[config.mk]
export PLATFORM = sky130hd
export DESIGN_NAME = encoder16x4_activelowin
export DESIGN_NICKNAME = d
export VERILOG_FILES = /design/src/rtl/encoder16x4_activelowin.sv
export SDC_FILE = /design/constraint.sdc
export NUM_CORES = 1
export LEC_CHECK = 0
export ABC_AREA = 1
export CORE_AREA = 5 5 56 58
export CTS_CLUSTER_DIAMETER = 60
export DETAILED_ROUTE_END_ITERATION = 7
export DIE_AREA = 0 0 61 63
export DONT_BUFFER_PORTS = 1
export PLACE_DENSITY = 0.63
export SYNTH_ARGS = -nofsm -noshare
export SYNTH_HDL_FRONTEND = slang
export SYNTH_SLANG_ARGS = --single-unit
[constraint.sdc]
create_clock -name clk -period 2.04 [get_ports clk]
set_clock_uncertainty 0.2 [all_clocks]
set_input_delay 0.408 -clock clk [delete_from_list [all_inputs] [get_ports clk]]
set_output_delay 0.408 -clock clk [all_outputs]
set_load 0.05 [all_outputs]
[src/rtl/encoder16x4_activelowin.sv]
// Registered 16-to-4 priority encoder for active-low requests; 2-edge latency from d_n to y/valid.
// The captured code is held until ack; while held, new requests are ignored.
module encoder16x4_activelowin #(
  parameter int N  = 16,
  parameter int CW = 4
) (
  input  logic          clk,
  input  logic          rst,
  input  logic          en_n,
  input  logic [N-1:0]  d_n,
  input  logic          ack,
  output logic [CW-1:0] y,
  output logic          valid,
  output logic          multi
);

  typedef enum logic {IDLE, HOLD} state_t;

  localparam logic [N-1:0] ONE = {{(N-1){1'b0}}, 1'b1};

  state_t        state_q, state_d;
  logic [N-1:0]  req_q;
  logic [CW-1:0] y_q, y_d;
  logic          valid_q, valid_d;
  logic          multi_q, multi_d;
  logic [CW-1:0] enc;
  logic          many;

  always_ff @(posedge clk) begin
    if (rst) begin
      req_q <= '0;
    end else begin
      req_q <= en_n ? '0 : ~d_n;
    end
  end

  // Last match wins, so the highest set index takes priority.
  always_comb begin
    enc = '0;
    for (int i = 0; i < N; i++) begin
      if (req_q[i]) begin
        enc = CW'(i);
      end
    end
  end

  // More than one bit set iff clearing the lowest set bit leaves something behind.
  assign many = (req_q & (req_q - ONE)) != '0;

  always_comb begin
    state_d = state_q;
    y_d     = y_q;
    valid_d = valid_q;
    multi_d = multi_q;
    case (state_q)
      IDLE: begin
        if (|req_q) begin
          y_d     = enc;
          multi_d = many;
          valid_d = 1'b1;
          state_d = HOLD;
        end
      end
      HOLD: begin
        if (ack) begin
          y_d     = '0;
          multi_d = 1'b0;
          valid_d = 1'b0;
          state_d = IDLE;
        end
      end
      default: begin
        state_d = IDLE;
      end
    endcase
  end

  always_ff @(posedge clk) begin
    if (rst) begin
      state_q <= IDLE;
      y_q     <= '0;
      valid_q <= 1'b0;
      multi_q <= 1'b0;
    end else begin
      state_q <= state_d;
      y_q     <= y_d;
      valid_q <= valid_d;
      multi_q <= multi_d;
    end
  end

  assign y     = y_q;
  assign valid = valid_q;
  assign multi = multi_q;

endmodule

# Word-level counts from Yosys, hierarchy flattened
# Index checks and enable logic that the tools add are counted.
word_totals:
  ramBits: 0
  ff_bits: 23
  input_bits: 20
  latchBits: 0
  rom_bits: 0
  output_inout_bits: 6
  elab_cells: 41
  mem_count: 0
classes:
  div_mod_pow: 0
  order_cmp: 0
  n_eq_ne: 2
  shifts: 0
  addsub: 1
  bitwise_logic: 3
  n_mux: 26
  n_reduce_logical: 4
  n_mul: 0
ops:
  columns: ["op", "count"]
  rows:
  - ["$mux W4", 16]
  - ["$and A16 B16 Y16", 1]
  - ["$not A16 Y16", 1]
  - ["$reduce_bool A16 Y1", 1]
  - ["$reduce_or A16 Y1", 1]
  - ["$sub A16 B1 Y16 const B", 1]
  - ["$pmux W4 S2", 1]
  - ["$mux W1", 6]
  - ["$pmux W1 S2", 3]
  - ["$ne A2 B2 Y1 const B", 2]
  - ["$reduce_and A2 Y1", 1]
  - ["$reduce_or A2 Y1", 1]
  - ["$not A1 Y1", 1]

# Depth between registers and ports, before layout
depth:
  word_depth: 17
  depth_mapped: 17
  depth_no_buf: 17

# Worst setup path before layout
# No wires, ideal clock.
synth_timing:
  path_kind: "register to register"
  from: "register req_q[5]"
  to: "register multi_q, in the netlist multi"
  n_path_buf: 0
  period_less_slack_ps: 1550
  arrival_ps: 1234
  setup_ps: 117
  required_ps: 1723
  slack_ps: 490
  path_stages_with_launch: 11
  path_cell_list: "dfxtp_1 -> nor2_2 -> nand2_2 -> nor2_4 -> inv_2 -> nor2_2 -> nor2_1 -> nor4_1 -> nand3_1 -> nand2_1 -> a21oi_1"
synth_via:
  elab_chain_cells: 5
  word_cells_on_any_way: 8
  cone_classes: "1 x add/sub; 1 x eq/ne; 2 x mux; 1 x bitwise; 3 x reduce/logical"
synth_rtl:
  columns: ["item", "line_no", "source"]
  rows:
  - ["start: declaration", "22", "logic [N-1:0] req_q;"]
  - ["start signal: assignment", "33", "req_q <= en_n ? '0 : ~d_n;"]
  - ["$sub A16 B1 Y16", "48", "assign many = (req_q & (req_q - ONE)) != '0;"]
  - ["$and A16 B16 Y16", "48", null]
  - ["$reduce_bool A16 Y1", "48", null]
  - ["$mux W1", "57", "if (|req_q) begin"]
  - ["$pmux W1 S2", "55", "case (state_q)"]
  - ["end signal: assignment", "88", "multi_q <= multi_d;"]
  - ["end: declaration", "25", "logic multi_q, multi_d;"]
# Several ways; a longest one is shown, not always the timed one. The select of a mux whose other input is x is not followed.
# A chain may end at the register's enable or synchronous reset.

# Final worst setup path
layout_timing:
  from: "register req_q[1]"
  to: "register multi_q, in the netlist multi"
# The elaborated chain is that of the path after synthesis.

==> results.txt <==
CTS H-tree lvls = 1
Int Power = 0.622 mW
Switching power = 0.280 mW
# DRC = 0
Cell with the most instances after synthesis = nand2_1
TritonCTS clock tree = done
Crit path max fanout = 4
Crit path launch type = flop
HP Class = in2reg
Post-Synth XOR/XNOR Area = 0
FF-to-FF path depth = 10
Vias per cell = 4.57
Initial DRC count = 24
I/O pin cnt = 26
Simple-gate area share of the yosys netlist = 0.333
Clk buf depth = 2
Global-route wire length before repair = 3.23 mm
Crit path to = multi
Logic pwr share = 0.172
Synth top area share = 0.461
Hold Fails Final Rpt = 0
Post-Synth Adder-Cell Area = 0
Synthesis-stage register bit count = 23
Detailed placement HPWL = 1.50 mm
TritonCTS Sinks = 23
TritonRoute pass-1 iters = 4
Filler instances = 281
M1 GR Usage = 0.134
GRT Util Overall = 0.110
Clk slew on worst S/H paths = 0.12 ns
Drt total wl = 1.97 mm
Clk pwr share = 0.225
Cell Area, Placed = 0.00103 mm2
RD Place Congestion = 0.791
Number of global-route vias before repair = 818
Reg-to-Reg Start = req_q[1]
Sw frac = 0.311
CTS root buf = clkbuf_4
LEAKAGE = 0.568 nW
Data required time at the worst endpoint = 2.04 ns
Synth Area in Compound Gates = 0.115
Area leader, netlist = dfxtp_1
PortBufs = 0
Worst Setup SP = req_q[1]
Reg-to-reg slack, setup = 0.24 ns
Die width = 61 um
WP data arrival = 1.80 ns
Antenna viol nets, final = 0
Largest delay share family, worst path = simple AND/OR/NAND/NOR gates
Final max-slew violation count = 0
Crit share post-route = 0.883
Slew margin rel. = 0.655
CP Capture Type = flop
Worst hold path depth = 3
Cell row count = 19
Antenna violations before repair = 0
Syn avg cell area = 7.03 um2
Tmin final = 1.80 ns
Area of the multi-input gates = 448 um2
Final setup violation count = 0
Mux share of post-synthesis cell area = 0
PD cells = 736 mW/mm2
Post-synth EDFFs = 0
Largest net degree at the start of global routing = 17
Synthesized area = 998 um2
Largest cells by area after synthesis = dfxtp_1, nand2_1, nor2_1
Global route overflow = 0
Post-synth ARST share = 0
RR Endpoint = multi
CP peak stage delay = 0.35 ns
Drt wl/cell = 10.3 um
RSZ-0062 raised after global routing = false
Max-cap violations = 0
Final Instance Area = 0.00123 mm2
N_diodes = 0
Setup TNS = 0 ns
Layout area overhead = 22.8%
Layout cells sized above 1 = 0.0932
Register area = 460 um2
Slowest CP cell = dfxtp_1
Layer with the highest usage = met2
Cell depth of the worst setup path = 10
Synth top cells by count = nand2_1, dfxtp_1, nor2_1
Kind of critical path = reg2reg
CP bufs+invs = 1
Syn Inst Count = 142
Initial Utilization = 0.382
Worst IR Drop VDD = 0.000392 V
F_max = 555 MHz
Ys flop type = dfxtp_1
Largest family of logic cells by synthesized area = simple AND/OR/NAND/NOR gates
Syn. warnings = 0
Met2 Use GR = 0.176
Die Ht = 63 um
Slew at the pin closest to its max-slew limit = 0.517 ns
Flop pwr share = 0.603
Post-synthesis sequential area ratio = 0.461
Clock insertion delay at the later pin of the skew report = 0.30 ns
Fin nets = 182
Full die area = 0.00384 mm2
Most Frequent Cell on Critical Path = nor2_2
Status = completed
TritonCTS buffer count = 3
Synth unique cells = 21
Ordered list of cells on the worst path = nor2_2 > nand2_2 > nor2_4 > inv_2 > nor2_2 > nor2_1 > nor4_1 > nand3_1 > nand2_1 > a21oi_1
Met3 Usage GRT = 0.0331
Net Count, Synth = 162
Via count = 877
Placeable Area = 0.00262 mm2
worst register-to-register path, delay by kind of cell (launching register included):
kind	cells	cell delay, ns
buf+inv	1	0.06
simple gates	8	1.04
compound gates	1	0.05
flops	1	0.35
power by group through the flow:
stage                     Combinational [mW]  Sequential (mW)  Clock, mW
after CTS                              0.157            0.545      0.213
after global routing                   0.179            0.548      0.237
after detailed placement               0.129            0.555          0
final                                  0.155            0.544      0.203
after floorplan                        0.108            0.551          0
after global placement                 0.125            0.555          0
metal layers:
metal,vias to the layer above,part of all wire
li1,481,-
met2,24,0.47
met3,4,0.068
met5,-,0
met1,368,0.46
met4,0,0.011
cells by family (layout without fill, tap and decap cells):
logic type             Yosys count  after routing
AO/OA/AOI/OAI                   21             21
buffers and inverters           24             43
flip-flops                      23             23
AND/OR/NAND/NOR                 74             74
cell usage in the layout (no fill, tap or decap), types with 2 or more instances in the layout:
cell type / count
nand3_1: 7
clkbuf_4: 3
dfxtp_1: 23
o21ai_1: 2
nor2_2: 3
o21ai_0: 6
a21oi_1: 8
a31oi_1: 2
nand2_2: 2
nor3_2: 2
nor2_1: 23
nand2_1: 32
nor2_4: 2
inv_1: 21
dlygate4sd3_1: 17
cell type report:
| cell class | count | area share |
|---|---|---|
| inverter | 22 | 0.0673 |
| timing repair buffer | 17 | 0.139 |
| tap | 31 | 0.0316 |
| clock buffer | 4 | 0.0214 |
| multi-input combinational | 95 | 0.365 |
| sequential | 23 | 0.376 |
what timing repair did:
| item | in CTS | in global routing |
|---|---|---|
| setup buffers | 0 | 0 |
| gates resized for setup | 0 | 0 |
| hold endpoints to repair | 20 | 0 |
| hold buffers | 17 | 0 |
metrics by stage:
stage / hold slack [ns] / utilization / setup slack (ns) / power (mW) / cells
floorplan: 0.277 / - / 0.490 / 0.659 / 142
global placement: 0.279 / 0.394 / 0.285 / 0.680 / 171
detailed placement: 0.280 / 0.394 / 0.278 / 0.685 / 171
CTS: 0.100 / 0.469 / 0.245 / 0.915 / 192
global route: 0.109 / 0.469 / 0.106 / 0.964 / 192
finish: 0.101 / 0.469 / 0.240 / 0.902 / 192
worst min-delay path by stage:
| stage | from | endpoint | slack (ns) |
|---|---|---|---|
| floorplan | rst | multi | 0.28 |
| global placement | rst | y[3] | 0.28 |
| detailed placement | rst | multi | 0.28 |
| CTS | ack | y[1] | 0.10 |
| global route | ack | multi | 0.11 |
| finish | ack | y[1] | 0.10 |
flip-flops by register name (all words and copies together), names as in the netlist:
name     count
multi        1
req_q       16
state_q      1
y            4
valid        1
No activity file was read; power rests on OpenSTA's default activity.
